**src/rtl/nav_arb_pkg.sv**
```systemverilog
// Shared types and constants for the navigate command-port arbiter.
package nav_arb_pkg;

  typedef enum logic [1:0] {
    IDLE  = 2'd0,
    ISSUE = 2'd1,
    BUSY  = 2'd2,
    DONE  = 2'd3
  } arb_state_t;

  typedef enum logic {
    OWN_CMD = 1'b0,
    OWN_SLV = 1'b1
  } arb_owner_t;

  typedef enum logic {
    OP_HDNG = 1'b0,
    OP_MV   = 1'b1
  } arb_op_t;

  localparam int unsigned TMO_FAST = 2**16;
  localparam int unsigned TMO_FULL = 2**26;

  // Watchdog counter width; the counter saturates at all-ones, which is TMO-1.
  function automatic int unsigned wdog_width(input int fast_sim);
    if (fast_sim != 0) begin
      wdog_width = $clog2(TMO_FAST);
    end else begin
      wdog_width = $clog2(TMO_FULL);
    end
  endfunction

endpackage

```
**src/rtl/nav_wdog.sv**
```systemverilog
// Saturating completion watchdog: cleared on a new grant, counts while enabled,
// and flags expiry once the count reaches its all-ones ceiling.
module nav_wdog #(
  parameter int unsigned W = 16
) (
  input  logic clk,
  input  logic rst_n,
  input  logic clr,
  input  logic en,
  output logic expired
);

  localparam logic [W-1:0] CNT_MAX = {W{1'b1}};
  localparam logic [W-1:0] CNT_ONE = {{(W-1){1'b0}}, 1'b1};

  logic [W-1:0] count;

  // Count enabled clocks; clear has priority and the count never wraps.
  always_ff @(posedge clk or negedge rst_n) begin
    if (!rst_n) begin
      count <= {W{1'b0}};
    end else if (clr) begin
      count <= {W{1'b0}};
    end else if (en && (count != CNT_MAX)) begin
      count <= count + CNT_ONE;
    end else begin
      count <= count;
    end
  end

  assign expired = (count == CNT_MAX);

endmodule

```
**src/rtl/nav_arbiter.sv**
```systemverilog
// Arbitrates navigate's command port between cmd_proc and maze_solve,
// issues one-clock start pulses, holds the move parameters, routes the
// completion back to the owning requester and guards against a lost completion.
module nav_arbiter
  import nav_arb_pkg::*;
#(
  parameter int FAST_SIM = 1
) (
  input  logic        clk,
  input  logic        rst_n,
  input  logic        cmd_md,
  input  logic        c_strt_hdng,
  input  logic        c_strt_mv,
  input  logic [11:0] c_hdng,
  input  logic        c_stp_lft,
  input  logic        c_stp_rght,
  input  logic        s_strt_hdng,
  input  logic        s_strt_mv,
  input  logic [11:0] s_hdng,
  input  logic        s_stp_lft,
  input  logic        s_stp_rght,
  input  logic        mv_cmplt,
  output logic        strt_hdng,
  output logic        strt_mv,
  output logic [11:0] dsrd_hdng,
  output logic        stp_lft,
  output logic        stp_rght,
  output logic        c_mv_cmplt,
  output logic        s_mv_cmplt,
  output logic        busy,
  output logic        tmo,
  output logic        req_drop
);

  localparam int unsigned WD_W = wdog_width(FAST_SIM);

  arb_state_t  state;
  arb_owner_t  owner;

  logic        elig_hdng;
  logic        elig_mv;
  logic        elig_req;
  logic        inelig_req;
  logic [11:0] elig_hdng_val;
  logic        elig_stp_lft;
  logic        elig_stp_rght;
  arb_op_t     req_op;
  logic        grant;
  logic        drop;
  logic        wd_clr;
  logic        wd_en;
  logic        wd_expired;

  // Select the eligible requester and decide grant/discard for this clock.
  always_comb begin
    elig_hdng     = 1'b0;
    elig_mv       = 1'b0;
    inelig_req    = 1'b0;
    elig_hdng_val = 12'h000;
    elig_stp_lft  = 1'b0;
    elig_stp_rght = 1'b0;
    if (cmd_md) begin
      elig_hdng     = c_strt_hdng;
      elig_mv       = c_strt_mv;
      inelig_req    = s_strt_hdng | s_strt_mv;
      elig_hdng_val = c_hdng;
      elig_stp_lft  = c_stp_lft;
      elig_stp_rght = c_stp_rght;
    end else begin
      elig_hdng     = s_strt_hdng;
      elig_mv       = s_strt_mv;
      inelig_req    = c_strt_hdng | c_strt_mv;
      elig_hdng_val = s_hdng;
      elig_stp_lft  = s_stp_lft;
      elig_stp_rght = s_stp_rght;
    end
    elig_req = elig_hdng | elig_mv;
    // A heading request wins when both arrive together from one source.
    if (elig_hdng) begin
      req_op = OP_HDNG;
    end else begin
      req_op = OP_MV;
    end
    grant = (state == IDLE) && elig_req;
    // Discard: wrong requester, anything outside IDLE, or the losing half of a dual request.
    drop  = inelig_req
          | (elig_req && (state != IDLE))
          | (grant && elig_hdng && elig_mv);
    wd_clr = grant;
    wd_en  = (state == ISSUE) || (state == BUSY);
  end

  nav_wdog #(
    .W (WD_W)
  ) u_wdog (
    .clk     (clk),
    .rst_n   (rst_n),
    .clr     (wd_clr),
    .en      (wd_en),
    .expired (wd_expired)
  );

  // Operation FSM with registered pulses, latched parameters and owner routing.
  always_ff @(posedge clk or negedge rst_n) begin
    if (!rst_n) begin
      state      <= IDLE;
      owner      <= OWN_CMD;
      strt_hdng  <= 1'b0;
      strt_mv    <= 1'b0;
      dsrd_hdng  <= 12'h000;
      stp_lft    <= 1'b0;
      stp_rght   <= 1'b0;
      c_mv_cmplt <= 1'b0;
      s_mv_cmplt <= 1'b0;
      busy       <= 1'b0;
      tmo        <= 1'b0;
      req_drop   <= 1'b0;
    end else begin
      strt_hdng  <= 1'b0;
      strt_mv    <= 1'b0;
      c_mv_cmplt <= 1'b0;
      s_mv_cmplt <= 1'b0;
      tmo        <= 1'b0;
      req_drop   <= drop;
      case (state)
        IDLE: begin
          if (grant) begin
            owner     <= cmd_md ? OWN_CMD : OWN_SLV;
            dsrd_hdng <= elig_hdng_val;
            stp_lft   <= elig_stp_lft;
            stp_rght  <= elig_stp_rght;
            strt_hdng <= (req_op == OP_HDNG);
            strt_mv   <= (req_op == OP_MV);
            busy      <= 1'b1;
            state     <= ISSUE;
          end else begin
            state     <= IDLE;
          end
        end
        ISSUE: begin
          state <= BUSY;
        end
        BUSY: begin
          // A real completion takes precedence over a coincident expiry.
          if (mv_cmplt || wd_expired) begin
            tmo        <= ~mv_cmplt;
            c_mv_cmplt <= (owner == OWN_CMD);
            s_mv_cmplt <= (owner == OWN_SLV);
            state      <= DONE;
          end else begin
            state      <= BUSY;
          end
        end
        DONE: begin
          busy  <= 1'b0;
          state <= IDLE;
        end
        default: begin
          busy  <= 1'b0;
          state <= IDLE;
        end
      endcase
    end
  end

endmodule

```
**config.mk**
```make
export PLATFORM = sky130hd
export DESIGN_NAME = nav_arbiter
export DESIGN_NICKNAME = d
export VERILOG_FILES = /design/src/rtl/nav_arb_pkg.sv /design/src/rtl/nav_wdog.sv /design/src/rtl/nav_arbiter.sv
export SDC_FILE = /design/constraint.sdc
export NUM_CORES = 1
export LEC_CHECK = 0
export BUFFER_PORTS_ARGS = -buffer_cell sky130_fd_sc_hd__buf_2
export CORE_MARGIN = 2
export CORE_UTILIZATION = 30
export CTS_CLUSTER_SIZE = 16
export DETAILED_ROUTE_END_ITERATION = 6
export GPL_TIMING_DRIVEN = 0
export HOLD_SLACK_MARGIN = 0.03
export PLACE_DENSITY = 0.53
export SLEW_MARGIN = 25
export SYNTH_ARGS = -nofsm -noshare
export SYNTH_HDL_FRONTEND = slang
export SYNTH_SLANG_ARGS = --single-unit
```
**constraint.sdc**
```tcl
create_clock -name clk -period 5.13 [get_ports clk]
set_input_delay 0.7695 -clock clk [delete_from_list [all_inputs] [get_ports clk]]
set_output_delay 0.7695 -clock clk [all_outputs]
set_load 0.005 [all_outputs]
```
Word-level counts from Yosys, hierarchy flattened

Cells that the tools add are included.

Reductions and logical operators: 13
Mux-type cells: 25
Add/subtract/negate cells: 1
Bitwise logic cells: 7
Equality and inequality tests: 6

Operator list:

| kind                                          | count |
|---|---|
| 2-to-1 mux 16 bit                             | 2 |
| 2-to-1 mux 1 bit                              | 20 |
| adder 16 x 1 -> 16 bit, second input constant | 1 |
| == test 16 bit, second input constant         | 1 |
| != test 16 bit, second input constant         | 1 |
| 2-to-1 mux 12 bit                             | 1 |
| case mux 2 bit (4 select lines)               | 1 |
| nonzero test 2 bit                            | 3 |
| logical AND 1 bit                             | 5 |
| OR 1 bit                                      | 5 |
| == test 2 bit, second input constant          | 2 |
| AND reduction 2 bit                           | 2 |
| == test 2 x 1 -> 1 bit, second input constant | 1 |
| zero test 2 bit                               | 1 |
| logical OR 1 bit                              | 2 |
| != test 2 bit, second input constant          | 1 |
| NOT 1 bit                                     | 2 |
| case mux 1 bit (2 select lines)               | 1 |

Output and inout bits: 21
Logic and storage cells: 65
Flip-flop bits (word level): 40
Input bits: 36

Depth between registers and ports, before layout

Depth in word-level cells: 6
Gate-level depth with buffers: 7
Depth with buffers taken out: 6

By module

A second synthesis with hierarchy kept.

Cells, all modules: 195
Area, all modules: 2190.9 um^2

By module, submodules not included:

| module      | area an instance (um^2) | seq. area each (um^2) | cells each | instances |
|---|---|---|---|---|
| nav_arbiter | 1181.1                  | 600.6                 | 86         | 1 |
| nav_wdog    | 1009.7                  | 400.4                 | 109        | 1 |

Worst setup path after synthesis

OpenSTA, ideal clock, no wires.

Path type: input to register
From: input c_strt_hdng
To: register u_wdog.count[6]
Setup time: 66 ps
Path buffers: 2
Required time: 5064 ps
Setup slack: 3153 ps
Arrival: 1911 ps
Cell stages on the path: 6
Path through: or3b_1 > nand3_1 > clkbuf_1 > buf_2 > o211ai_1 > nand2_1

Cells in the longest elaborated chain, start to end: 4

Ends and longest elaborated chain:

| item                                                           | line              | text |
|---|---|---|
| from (decl)                                                    | nav_arbiter.sv:12 | `input logic c_strt_hdng,` |
| 2-to-1 mux 1 bit (*)                                           | nav_arbiter.sv:62 | `if (cmd_md) begin` |
| OR 1 bit (*)                                                   | nav_arbiter.sv:77 | `elig_req = elig_hdng \| elig_mv;` |
| logical AND 1 bit (*)                                          | nav_arbiter.sv:84 | `grant = (state == IDLE) && elig_req;` |
| 2-to-1 mux 16 bit / nonzero test 2 bit (equally long branches) | -                 |  |
| to (signal assigned)                                           | nav_wdog.sv:21    | `count <= {W{1'b0}};` |
| to (signal assigned)                                           | nav_wdog.sv:23    | `count <= {W{1'b0}};` |
| to (signal assigned)                                           | nav_wdog.sv:25    | `count <= count + CNT_ONE;` |
| to (decl)                                                      | nav_wdog.sv:16    | `logic [W-1:0] count;` |

Mark *: on every way between the ends. The rest lies on a longest branch, timed or not.
A chain may end at the register's enable or synchronous reset.

Worst setup path after layout

From: input c_strt_hdng
To: register u_wdog.count[10]

Same word-level chain as after synthesis.

==> impl_metrics.csv <==
group,metric,value,unit
status,status,"complete, no violations",
pwr,ir_drop,0.000188,V
grt,grt_max_degree,41,
sta,fin_crit,2.17,ns
setup_path,rr_endpoint,"u_wdog.count[11]",
yosys,yosysWarnings,0,
yosys,synth-edff-count,0,
detailed_routing,post-route-drc-count,0,
yosys,synthFlopType,"dfrtp_1",
place,io_buffers,56,
pwr,power.density,434,mW/mm^2
yosys,ys_ff_latch,40,
setup_path,crit_arrival,2.40,ns
yosys,synth_top_area_share,49.4,%
place,postPlaceCellArea,0.00240,sq mm
detailed_routing,routedWlPerCell,13.3,microns
clock_tree,holdBufCountCts,0,
sta,setup_ws,2.96,ns
clock_tree,clock_sinks,40,
final_layout,diodes,0,
clock_tree,postCtsSetupRepairBufs,0,
floorplanning,fp.dieH,86.2,microns
sta,maxSlewViolCount,0,
job,max_cap_violations,0,
final_layout,drive_gt1_share,27.8,%
detailed_routing,wl,4520,microns
sta,finalHoldViolations,0,
yosys,synthTopCellsByCount,"dfrtp_1, o21ai_0, nand2_1",
place,dpl.hpwl,3330,microns
setup_path,cp_common_cell,"buf_2",
detailed_routing,drtIter0Drc,96,
grt,grt_overflow,0,
floorplanning,die-area,0.00743,sq mm
yosys,syn-instance-count,199,
setup_path,cp-start-kind,"input pin",
sta,setup_viol,0,
setup_path,crit_chain,"buf_2 > or3b_1 > nand3_1 > clkbuf_1 > buf_2 > o311a_1",
floorplanning,core.rowCount,29,
detailed_routing,via_per_inst,4.94,
yosys,seq_area_frac_synth,49.4,%
setup_path,required,5.36,ns
setup_path,crit-reg2reg-launch,"state[0]",
grt,grtUsageMet1,18.4,%
floorplanning,start_util,31.5,%
yosys,synth_area_leaders,"dfrtp_1, mux2i_1, o21ai_0, nand2_1, ha_1",
yosys,synth_area_per_cell,10.2,sq um
sta,fin_crit_sh,42.3,%
grt,grt_most_used_layer,"met2",
clock_tree,clk_pin_slew,0.08,ns
clock_tree,clkLatencyLatePin,0.29,ns
final_layout,postLayoutCellArea,0.00251,sq mm
yosys,async_reset_ff_share,100,%
floorplanning,pin_count,57,
final_layout,syn_to_final_growth,23.9,%
setup_path,worstSetupEndpointType,"flop",
place,place_ws,2.64,ns
setup_path,reg2reg_depth,7,
floorplanning,core_area,0.00642,sq mm
setup_path,worstSetupPathDepth,6,
detailed_routing,via_count,1678,
sta,rsz0062_at_grt,"no",
yosys,syn-cell-area,0.00203,sq mm
setup_path,worstSetupPathType,"in2reg",
clock_tree,h-tree-depth,2,
clock_tree,ctsLongestPathBuffers,2,
grt,grt_first_pass_wirelength,7790,microns
grt,met2_usage,20.5,%
grt,first_global_vias,1629,
grt,met3_usage,2.67,%
sta,final.setup.tns,0,ns
clock_tree,cts_buffers,5,
sta,fmax,461,MHz
yosys,synth_top_cell_by_area,"dfrtp_1",
detailed_routing,first_pass_iters,4,
yosys,synth_fp_nets,239,
yosys,synth.most_common_cell,"dfrtp_1",
grt,antenna_found_initial,0,
setup_path,slowest_stage,"or3b_1",
setup_path,path_delay_family,"buffers and inverters",
sta,relSlewSlack,39.8,%
setup_path,crit_path_max_incr_delay,0.41,ns
grt,track_usage,13.3,%
setup_path,reg2reg_slack,2.97,ns
floorplanning,die_width,86.2,microns
setup_path,endpoint,"u_wdog.count[10]",
yosys,yosysUniqueCellTypes,47,
clock_tree,ctsResizeCount,0,
sta,worstMarginPinSlew,0.903,ns
place,gp_congestion,0.776,
pwr,leakage,1.22,nW
detailed_routing,drtAntennaViolNets,0,
setup_path,worstPathMaxFanout,10,
clock_tree,cts_root_buffer,"clkbuf_8",
sta,finalClockSkew,0.00637,ns
hold_path,hp-class,"reg2reg",
final_layout,final_nets,302,
clock_tree,cts_tree,"built",
hold_path,worstHoldPathCells,1,
setup_path,crit_start,"c_strt_hdng",
setup_path,cp.buffers_inverters,3,
==> layout make-up <==
type,count,area (sq um)
plain buffers,9,38.8
clock buffers,6,72.6
clock inverters,2,35.0
fillers,650,3910
inverters,9,33.8
multi-input cells,141,952
flip-flops and latches,40,1000
well taps,77,96.3
repair buffers,56,280
==> kinds of logic (layout without fill, tap and decap cells) <==
logic type | after synthesis | after routing | share of synthesized area (%)
flip-flops | 40 | 40 | 49.4
AND/OR/NAND/NOR | 70 | 70 | 19.9
XOR/XNOR | 1 | 1 | 0.432
AO/OA/AOI/OAI | 48 | 48 | 15.3
adder cells (fa/ha/maj) | 4 | 4 | 2.47
multiplexers | 18 | 18 | 8.89
buffers and inverters | 18 | 82 | 3.58
==> metal layers <==
layer / share of wire, % / vias up
met5: 0 / -
met4: 1.8 / 0
met3: 3.3 / 7
met2: 44 / 34
met1: 51 / 787
li1: - / 850
==> through the flow <==
| step | hold WS [ns] | power, mW | utilization, % | cells |
|---|---|---|---|---|
| finish | 0.450 | 1.09 | 39.1 | 340 |
| global route | 0.491 | 1.18 | 39.1 | 340 |
| CTS | 0.455 | 1.11 | 39.1 | 340 |
| detailed placement | 0.447 | 0.850 | 37.4 | 332 |
| global placement | 0.442 | 0.845 | 37.4 | 332 |
| floorplan | 0.425 | 0.689 | - | 199 |
==> where the power goes <==
| part | leakage [nW] | switching, mW | internal, mW |
|---|---|---|---|
| clock network | 0.0552 | 0.112 | 0.144 |
| registers | 0.518 | 0.0477 | 0.405 |
| logic | 0.651 | 0.223 | 0.158 |
| total | 1.22 | 0.382 | 0.707 |
==> state kept, by name (all words and copies together) (netlist names) <==
| signal | cells |
|---|---|
| dsrd_hdng | 12 |
| u_wdog.count | 16 |
| owner | 1 |
| state | 2 |
| stp_rght | 1 |
| req_drop | 1 |
| c_mv_cmplt | 1 |
| strt_mv | 1 |
| busy | 1 |
| stp_lft | 1 |
| strt_hdng | 1 |
| tmo | 1 |
| s_mv_cmplt | 1 |
==> how the worst min path moves through the flow <==
| stage | from | to | slack (ns) |
|---|---|---|---|
| 2_1_floorplan | owner | c_mv_cmplt | 0.43 |
| 3_3_place_gp | owner | c_mv_cmplt | 0.44 |
| 3_5_place_dp | owner | c_mv_cmplt | 0.45 |
| 4_1_cts | owner | c_mv_cmplt | 0.45 |
| 5_1_grt | owner | c_mv_cmplt | 0.49 |
| 6_report | owner | c_mv_cmplt | 0.45 |
==> placed cells by master, fill, tap and decap left out, types with 2 or more instances in the layout <==
cell type	synthesis	layout
inv_1	9	9
ha_1	4	4
mux2i_1	18	18
nor4_1	3	3
dfrtp_1	40	40
buf_2	3	59
or3_1	6	6
clkbuf_1	4	5
nand2b_1	2	2
nand2_1	21	21
and3_1	2	2
o31ai_1	3	3
nor2_1	7	7
o21ai_0	24	24
clkbuf_8	0	5
nand3_1	5	5
nor3_1	3	3
nand4_1	5	5
a21oi_1	9	9
or4_1	3	3
Power figures use the tool's default switching activity.
